$ cat config.mk
export PLATFORM = sky130hd
export DESIGN_NAME = branch_resolve_unit
export DESIGN_NICKNAME = d
export VERILOG_FILES = /design/src/rtl/branch_resolve_unit.sv
export SDC_FILE = /design/constraint.sdc
export NUM_CORES = 1
export LEC_CHECK = 0
export CORE_MARGIN = 4
export CORE_UTILIZATION = 45
export CTS_BUF_LIST = sky130_fd_sc_hd__clkbuf_16
export CTS_CLUSTER_DIAMETER = 30
export DETAILED_ROUTE_END_ITERATION = 16
export PLACE_DENSITY = 0.85
export RECOVER_POWER = 25
export SLEW_MARGIN = 40
export SYNTH_ARGS = -nofsm -noshare
export SYNTH_HDL_FRONTEND = slang
export SYNTH_SLANG_ARGS = --single-unit
$ cat constraint.sdc
create_clock -name clk_i -period 6 [get_ports clk_i]
set_clock_uncertainty 0.05 [all_clocks]
set_input_delay 1.2 -clock clk_i [delete_from_list [all_inputs] [get_ports clk_i]]
set_output_delay 1.2 -clock clk_i [all_outputs]
set_load 0.1 [all_outputs]
$ cat src/rtl/branch_resolve_unit.sv
`default_nettype none
// ============================================================================
// Module      : branch_resolve_unit
// Description : Execute-stage branch/jump resolution. Decodes the branch
//               condition from comparator flags, computes the target and
//               issues a registered PC redirect with a multi-cycle flush.
//               Also produces JAL/JALR link values and keeps branch
//               performance counters.
// Revision    : 1.0 - initial release
// ============================================================================
module branch_resolve_unit #(
  parameter int XLEN         = 32,
  parameter int FLUSH_CYCLES = 2,
  parameter int CNT_WIDTH    = 32
) (
  input  logic                 clk_i,
  input  logic                 rst_i,
  input  logic                 valid_i,
  output logic                 ready_o,
  input  logic                 branch_i,
  input  logic                 jal_i,
  input  logic                 jalr_i,
  input  logic [2:0]           funct3_i,
  input  logic [XLEN-1:0]      pc_i,
  input  logic [XLEN-1:0]      imm_i,
  input  logic [XLEN-1:0]      rs1_i,
  output logic                 BrUn_o,
  input  logic                 BrEq_i,
  input  logic                 BrLt_i,
  output logic                 redirect_o,
  output logic [XLEN-1:0]      target_o,
  output logic                 flush_o,
  output logic                 link_valid_o,
  output logic [XLEN-1:0]      link_o,
  output logic                 misalign_o,
  output logic                 illegal_o,
  output logic [CNT_WIDTH-1:0] br_cnt_o,
  output logic [CNT_WIDTH-1:0] taken_cnt_o
);

  typedef enum logic [0:0] {
    IDLE  = 1'b0,
    FLUSH = 1'b1
  } state_t;

  // Flush counter preload; the FLUSH state lasts this value + 1 cycles.
  localparam logic [3:0]           FCNT_INIT = 4'(FLUSH_CYCLES - 1);
  localparam logic [CNT_WIDTH-1:0] CNT_ONE   = {{(CNT_WIDTH-1){1'b0}}, 1'b1};

  state_t              state_q, state_d;
  logic [3:0]          fcnt_q, fcnt_d;
  logic                redirect_q, link_valid_q, misalign_q, illegal_q;
  logic [XLEN-1:0]     target_q, link_q;
  logic [CNT_WIDTH-1:0] br_cnt_q, taken_cnt_q;

  logic                w_is_jal, w_is_jalr, w_is_br;
  logic                w_cond, w_bad_f3, w_taken;
  logic                w_accept, w_go, w_misalign, w_link;
  logic [XLEN-1:0]     w_base, w_sum, w_target, w_link_val;

  // Comparator select: funct3[1] distinguishes the unsigned compares.
  assign BrUn_o  = funct3_i[1];
  assign ready_o = (state_q == IDLE);
  assign flush_o = (state_q == FLUSH);

  // Instruction kind with jal > jalr > branch precedence.
  assign w_is_jal  = jal_i;
  assign w_is_jalr = ~jal_i & jalr_i;
  assign w_is_br   = ~jal_i & ~jalr_i & branch_i;

  // Branch condition decode from the comparator flags.
  always_comb begin
    w_cond   = 1'b0;
    w_bad_f3 = 1'b0;
    case (funct3_i)
      3'b000:          w_cond = BrEq_i;
      3'b001:          w_cond = ~BrEq_i;
      3'b100, 3'b110:  w_cond = BrLt_i;
      3'b101, 3'b111:  w_cond = ~BrLt_i;
      default:         w_bad_f3 = 1'b1;
    endcase
  end

  // Target: JALR uses rs1 as base and clears bit 0; others are PC-relative.
  assign w_base     = w_is_jalr ? rs1_i : pc_i;
  assign w_sum      = w_base + imm_i;
  assign w_target   = w_is_jalr ? {w_sum[XLEN-1:1], 1'b0} : w_sum;
  assign w_link_val = pc_i + XLEN'(4);

  assign w_accept   = valid_i & ready_o;
  assign w_taken    = w_is_jal | w_is_jalr | (w_is_br & w_cond);
  assign w_misalign = w_accept & w_taken & w_target[1];
  assign w_go       = w_accept & w_taken & ~w_target[1];
  assign w_link     = w_go & (w_is_jal | w_is_jalr);

  // FSM next-state: enter FLUSH on a redirect, count down, return to IDLE.
  always_comb begin
    state_d = state_q;
    fcnt_d  = fcnt_q;
    case (state_q)
      IDLE: begin
        if (w_go) begin
          state_d = FLUSH;
          fcnt_d  = FCNT_INIT;
        end
      end
      FLUSH: begin
        if (fcnt_q == 4'd0) begin
          state_d = IDLE;
        end else begin
          fcnt_d = fcnt_q - 4'd1;
        end
      end
      default: begin
        state_d = IDLE;
        fcnt_d  = 4'd0;
      end
    endcase
  end

  // FSM state register.
  always_ff @(posedge clk_i) begin
    if (rst_i) begin
      state_q <= IDLE;
      fcnt_q  <= 4'd0;
    end else begin
      state_q <= state_d;
      fcnt_q  <= fcnt_d;
    end
  end

  // Registered response pulses, held target/link values and counters.
  always_ff @(posedge clk_i) begin
    if (rst_i) begin
      redirect_q   <= 1'b0;
      link_valid_q <= 1'b0;
      misalign_q   <= 1'b0;
      illegal_q    <= 1'b0;
      target_q     <= '0;
      link_q       <= '0;
      br_cnt_q     <= '0;
      taken_cnt_q  <= '0;
    end else begin
      redirect_q   <= w_go;
      link_valid_q <= w_link;
      misalign_q   <= w_misalign;
      illegal_q    <= w_accept & w_is_br & w_bad_f3;
      if (w_go) begin
        target_q    <= w_target;
        taken_cnt_q <= taken_cnt_q + CNT_ONE;
      end
      if (w_link) begin
        link_q <= w_link_val;
      end
      if (w_accept & w_is_br) begin
        br_cnt_q <= br_cnt_q + CNT_ONE;
      end
    end
  end

  assign redirect_o   = redirect_q;
  assign target_o     = target_q;
  assign link_valid_o = link_valid_q;
  assign link_o       = link_q;
  assign misalign_o   = misalign_q;
  assign illegal_o    = illegal_q;
  assign br_cnt_o     = br_cnt_q;
  assign taken_cnt_o  = taken_cnt_q;

endmodule
`default_nettype wire

==> flow_summary.ini, run 1 <==
[power_and_ir_drop]
net-switching-power_uw = 1120
power.share.combinational_pct = 29.9
total_leakage_power_uw = 0.00407
power.internal_uw = 1790
power.share.sequential_pct = 33.9
max-vdd-ir-drop_mv = 0.197
pwr_density_cell_nw_per_um2 = 284
p_clk_share_pct = 36.2
sw_frac_of_total_pct = 38.4

[clocking]
numCtsBuffers = 17
cts.hold.buffers_added = 0
clock-sinks = 137
h-tree-depth = 4
clk_transition_reported_paths_ps = 60
cts-root-buf = sky130_fd_sc_hd__clkbuf_16
cts_setup_buffers = 0
clk_path_buf_depth = 2
cts_repair_resize_count = 0
tritoncts_clock_tree = done
clock_insertion_delay_at_the_later_pin_of_the_skew_report_ps = 430

[logic_synthesis]
cell_area_after_synthesis_um2 = 7880
synth-async-reset-ratio_pct = 0
synth.distinct_cells = 58
postSynthNetCount = 1108
yosys_register_bits = 137
synth_seq_area_share_pct = 34.8
yosysWarnings = 0
average_cell_area_after_synthesis_um2 = 8.20
post_synth_inst_count = 962
synth_edf_count = 0
yosys_most_used_dff = sky130_fd_sc_hd__dfxtp_1

[global_route]
maximum_number_of_pins_on_one_net_before_global_route_repair = 73
wire_length_of_the_first_global_routing_pass_um = 38500
grt_overflow = 0
grt_antenna_before_repair = 1
globalRouteTotalUtil_pct = 24.3
grt_pass1_vias = 7239

[final_layout]
areaGrowthSynthToFinish_pct = 30.2
fillCellCount = 1567
most-common-layout-cells = sky130_fd_sc_hd__dfxtp_1, sky130_fd_sc_hd__nor2_1, sky130_fd_sc_hd__clkdlybuf4s50_1
final_area_um2 = 10300
finalNetCount = 1331
layout-drive-gt1-share_pct = 12.6
layout.cells.most_common = sky130_fd_sc_hd__dfxtp_1

[timing]
grt_setup_unrepaired = no
worst_slack_ps = 1320
timing_worst_slew_pin_value_ps = 1260
final-hold-violation-count = 0
final-max-slew-violation-count = 0
setup_viol = 0
layout_min_cycle_time_ps = 4680
finalCritPeriodShare_pct = 77.9
worst_hold_slack_ps = 402
finalSetupTns_ps = 0
slew_headroom_pct = 16.5
max_clock_freq_ghz = 0.214

[floorplan]
die_area_um2 = 19700
chipWidth_um = 140
num_io_pins = 242
die_h_um = 140
core.rowCount = 48
core-area_um2 = 17200
effective_utilization_at_floorplan_pct = 45.7

[run]
drv_cap = 0

[placement]
place_area_um2 = 9770
buffer_ports.inserted = 241
preCtsSetupSlack_ps = 898
finalWeightedCongestion = 0.938
post-dp-hpwl_um = 19100

[worst_setup_path]
critical_path_peak_fanout = 34
worst_ep_arrival_time_ps = 4940
critPathRequiredTime_ps = 6260
critPathKind = in -> reg
setup.worst_path.end_class = flop
worstSetupStartpointType = input port

[detailed_routing]
drt.antenna.violating_nets = 0
totalWireLength_um = 24600
post_drt_via_cell_ratio = 5.43
vias = 7738
first_iter_violations = 494
detail_route.first_pass.iterations = 5
detail_route.drc_violations = 0
wl_per_cell_um = 17.3

[outcome]
outcome = complete, no violations

[min_path]
timing.hold.worst.class = reg -> reg
## power groups by stage
stage | logic [uW] | registers, uW | clock network [uW]
after floorplan | 331 | 1330 | 0
after detailed placement | 875 | 1010 | 0
after global placement | 916 | 1010 | 0
after CTS | 879 | 986 | 1070
final | 870 | 986 | 1060
after global routing | 924 | 992 | 1110
## flip-flops by register name, indices dropped and copies added (netlist names), 4 cells and up
signal / cells
link_o: 32
fcnt_q: 4
taken_cnt_o: 32
br_cnt_o: 32
target_o: 32
## cell usage after synthesis, drive strengths merged (2+ instances only)
cell type	count	area [um^2]
a211oi	32	240
a21boi	2	15.0
a21o	20	150
a21oi	74	370
a31oi	2	12.5
and2	7	43.8
and3	23	144
and4	11	101
buf	10	56.3
clkbuf	32	120
dfxtp	137	2740
ha	38	475
inv	23	86.3
mux2	30	338
mux2i	3	30.0
nand2	103	387
nand2b	2	12.5
nand3	39	195
nand3b	8	60.1
nand4	16	115
nor2	122	458
nor2b	6	37.5
nor3	23	130
nor3b	3	22.5
nor4	6	58.8
o211ai	6	45.0
o21a	8	60.1
o21ai	36	180
o31a	3	26.3
o31ai	2	15.0
or2	5	31.3
or3	16	100
xnor2	45	394
xor2	56	490
## metal layers
layer / track usage, % / up-vias / wire (um)
met4: 10.0 / 0 / 779
li1: - / 3836 / -
met1: 31.9 / 3625 / 11100
met2: 39.6 / 226 / 11600
met5: 0 / - / 0
met3: 3.96 / 51 / 1140
## metrics by stage
stage | std cells | util (%) | total power, uW
after floorplan | 962 | - | 1660
after global placement | 1391 | 60.6 | 1920
after detailed placement | 1391 | 56.7 | 1880
after CTS | 1423 | 60.1 | 2930
after global routing | 1424 | 59.6 | 3020
final | 1424 | 59.6 | 2910
## worst max-delay path: stages
cell                              delay [ps]
sky130_fd_sc_hd__clkdlybuf4s50_1         550
sky130_fd_sc_hd__nor2b_2                 170
sky130_fd_sc_hd__buf_4                   380
sky130_fd_sc_hd__mux2_2                  390
sky130_fd_sc_hd__ha_1                    190
sky130_fd_sc_hd__inv_1                    70
sky130_fd_sc_hd__fa_1                    190
sky130_fd_sc_hd__nor2b_1                  80
sky130_fd_sc_hd__o31a_1                  280
sky130_fd_sc_hd__o211ai_1                230
sky130_fd_sc_hd__a2111o_1                240
sky130_fd_sc_hd__a21boi_1                100
sky130_fd_sc_hd__o2111a_1                270
sky130_fd_sc_hd__or3_1                   350
sky130_fd_sc_hd__a32o_1                  240
## logic make-up (layout without fill, tap and decap cells)
kind of cell	Yosys count	count (layout)	share of synthesized area, %
AO/OA/AOI/OAI	194	194	15.2
XOR/XNOR	101	101	11.2
adder cells (fa/ha/maj)	39	39	6.28
buffers and inverters	65	301	3.33
flip-flops	137	137	34.8
multiplexers	33	33	4.67
other	0	1	0
AND/OR/NAND/NOR	393	393	24.5
## final timing paths
check / from / end / slack, ps / cells after the start
worst max-delay path: jalr_i / target_o[28] / 1320 / 15
worst min-delay path: target_o[6] / target_o[6] / 400 / 2
worst max register to register: flush_o / br_cnt_o[26] / 3150 / 8
worst min register to register: target_o[6] / target_o[6] / 400 / 2
## layout make-up
type | instances | area [um^2] | share of cell area, %
antenna | 1 | 2.50 | 0.0244
clock buffer | 17 | 425 | 4.14
clock inverter | 15 | 158 | 1.54
inverter | 23 | 86.3 | 0.841
multi-input combinational | 760 | 4880 | 47.6
sequential | 137 | 2740 | 26.7
tap | 225 | 282 | 2.74
timing repair buffer | 246 | 1690 | 16.4
Power figures use the tool's default switching activity.
==> run 2: changes to the inputs <==
Clock period 6 ns to 4.6 ns, I/O delays scaled along.
==> flow_summary.ini, run 2 (same netlist as run 1, synthesis figures left out) <==
[detailed_routing]
first_iter_violations = 471
detail_route.drc_violations = 0
detail_route.first_pass.iterations = 5
totalWireLength_um = 24900
post_drt_via_cell_ratio = 5.38
wl_per_cell_um = 17.2
vias = 7770
drt.antenna.violating_nets = 0

[final_layout]
layout-drive-gt1-share_pct = 14.1
fillCellCount = 1573
layout.cells.most_common = sky130_fd_sc_hd__dfxtp_1
areaGrowthSynthToFinish_pct = 32.4
finalNetCount = 1349
most-common-layout-cells = sky130_fd_sc_hd__dfxtp_1, sky130_fd_sc_hd__nor2_1, sky130_fd_sc_hd__clkdlybuf4s50_1

[run]
drv_cap = 0

[floorplan]
die_area_um2 = 19700
num_io_pins = 242
die_h_um = 140
chipWidth_um = 140
core.rowCount = 48
effective_utilization_at_floorplan_pct = 45.7
core-area_um2 = 17200

[clocking]
cts.hold.buffers_added = 0
h-tree-depth = 4
clk_path_buf_depth = 2
clock-sinks = 137
clk_transition_reported_paths_ps = 60
tritoncts_clock_tree = done
cts-root-buf = sky130_fd_sc_hd__clkbuf_16
clock_insertion_delay_at_the_later_pin_of_the_skew_report_ps = 430
cts_repair_resize_count = 0
cts_setup_buffers = 0
numCtsBuffers = 17

[power_and_ir_drop]
total_leakage_power_uw = 0.00416
pwr_density_cell_nw_per_um2 = 362
max-vdd-ir-drop_mv = 0.279

[worst_setup_path]
cp_num_buf_inv = 3
crit_family = compound AO/OA/AOI/OAI gates
critPathKind = in -> reg
critPathRequiredTime_ps = 4870
crit_path_max_incr_delay_ps = 470
setup.worst_path.end_class = flop
critPathSlowestCell = sky130_fd_sc_hd__clkdlybuf4s50_1
cp_cell_sequence = clkdlybuf4s50_1 -> nor2b_2 -> buf_12 -> buf_4 -> mux2_2 -> ha_1 -> nand2_1 -> o21ai_1 -> o41ai_1 -> o21a_1 -> a21boi_1 -> o2111a_1 -> or3_1 -> a32o_1
worstSetupStartpointType = input port
worst_ep_arrival_time_ps = 4400
critical_path_peak_fanout = 20

[global_route]
globalRouteTotalUtil_pct = 24.4
wire_length_of_the_first_global_routing_pass_um = 38700
grt_antenna_before_repair = 2
maximum_number_of_pins_on_one_net_before_global_route_repair = 62
grt_pass1_vias = 7254
grt_overflow = 0

[min_path]
timing.hold.worst.class = reg -> reg

[timing]
slew_headroom_pct = 15.9
final-max-slew-violation-count = 0
final-hold-violation-count = 0
grt_setup_unrepaired = no
finalCritPeriodShare_pct = 89.8
setup_viol = 0
finalSetupTns_ps = 0
worst_hold_slack_ps = 403
timing_worst_slew_pin_value_ps = 1270
layout_min_cycle_time_ps = 4130
max_clock_freq_ghz = 0.242

[outcome]
outcome = complete, no violations

[placement]
post-dp-hpwl_um = 19500
buffer_ports.inserted = 241
finalWeightedCongestion = 0.982
==> run 2: area by class of cell <==
class	instances	area, um^2	share of cell area [%]
Multi-Input combinational cell	760	4880	46.8
Sequential cell	137	2740	26.3
Inverter	23	86.3	0.827
Clock buffer	17	425	4.07
Timing Repair Buffer	264	1860	17.9
Antenna cell	2	5.00	0.0479
Clock inverter	15	154	1.47
Tap cell	225	282	2.70
==> run 2: worst reg2reg max path, stage by stage, from the launching register on <==
cell	delay (ps)
sky130_fd_sc_hd__dfxtp_1	350
sky130_fd_sc_hd__nor4b_1	510
sky130_fd_sc_hd__nand4_1	280
sky130_fd_sc_hd__nor4_1	500
sky130_fd_sc_hd__nand3_1	290
sky130_fd_sc_hd__nor2_1	270
sky130_fd_sc_hd__nand2_1	110
sky130_fd_sc_hd__xor2_1	160
sky130_fd_sc_hd__nor2_1	50
==> run 2: per-layer routing <==
metal | GRT usage, % | vias up | share of wire (%)
li1 | - | 3877 | -
met1 | 32.0 | 3575 | 44
met2 | 38.9 | 256 | 47
met3 | 4.44 | 62 | 5.6
met4 | 11.4 | 0 | 4.2
met5 | 0 | - | 0
==> run 2: power breakdown <==
part           leakage [uW]  internal, uW  total (uW)  switching (uW)
logic               0.00277           340        1160             822
registers           0.00111          1250        1290            35.6
clock network      0.000281           720        1340             616
==> run 2: worst paths after layout <==
| check | endpoint | startpoint | slack (ps) | depth (start not counted) |
|---|---|---|---|---|
| worst max-delay path | target_o[28] | jalr_i | 470 | 14 |
| worst min-delay path | target_o[3] | target_o[3] | 400 | 2 |
| worst max register to register | br_cnt_o[26] | flush_o | 1890 | 8 |
| worst min register to register | target_o[3] | target_o[3] | 400 | 2 |
==> run 2: metrics by stage <==
step	cells	setup WS [ps]	utilization [%]	area (um^2)	total power (uW)
after floorplan	962	419	-	7880	2170
after global placement	1409	104	61.6	10600	2530
after CTS	1441	495	61.1	10500	3810
after detailed placement	1409	61.4	57.7	9950	2480
after global routing	1443	265	60.6	10400	3940
final	1443	469	60.6	10400	3780
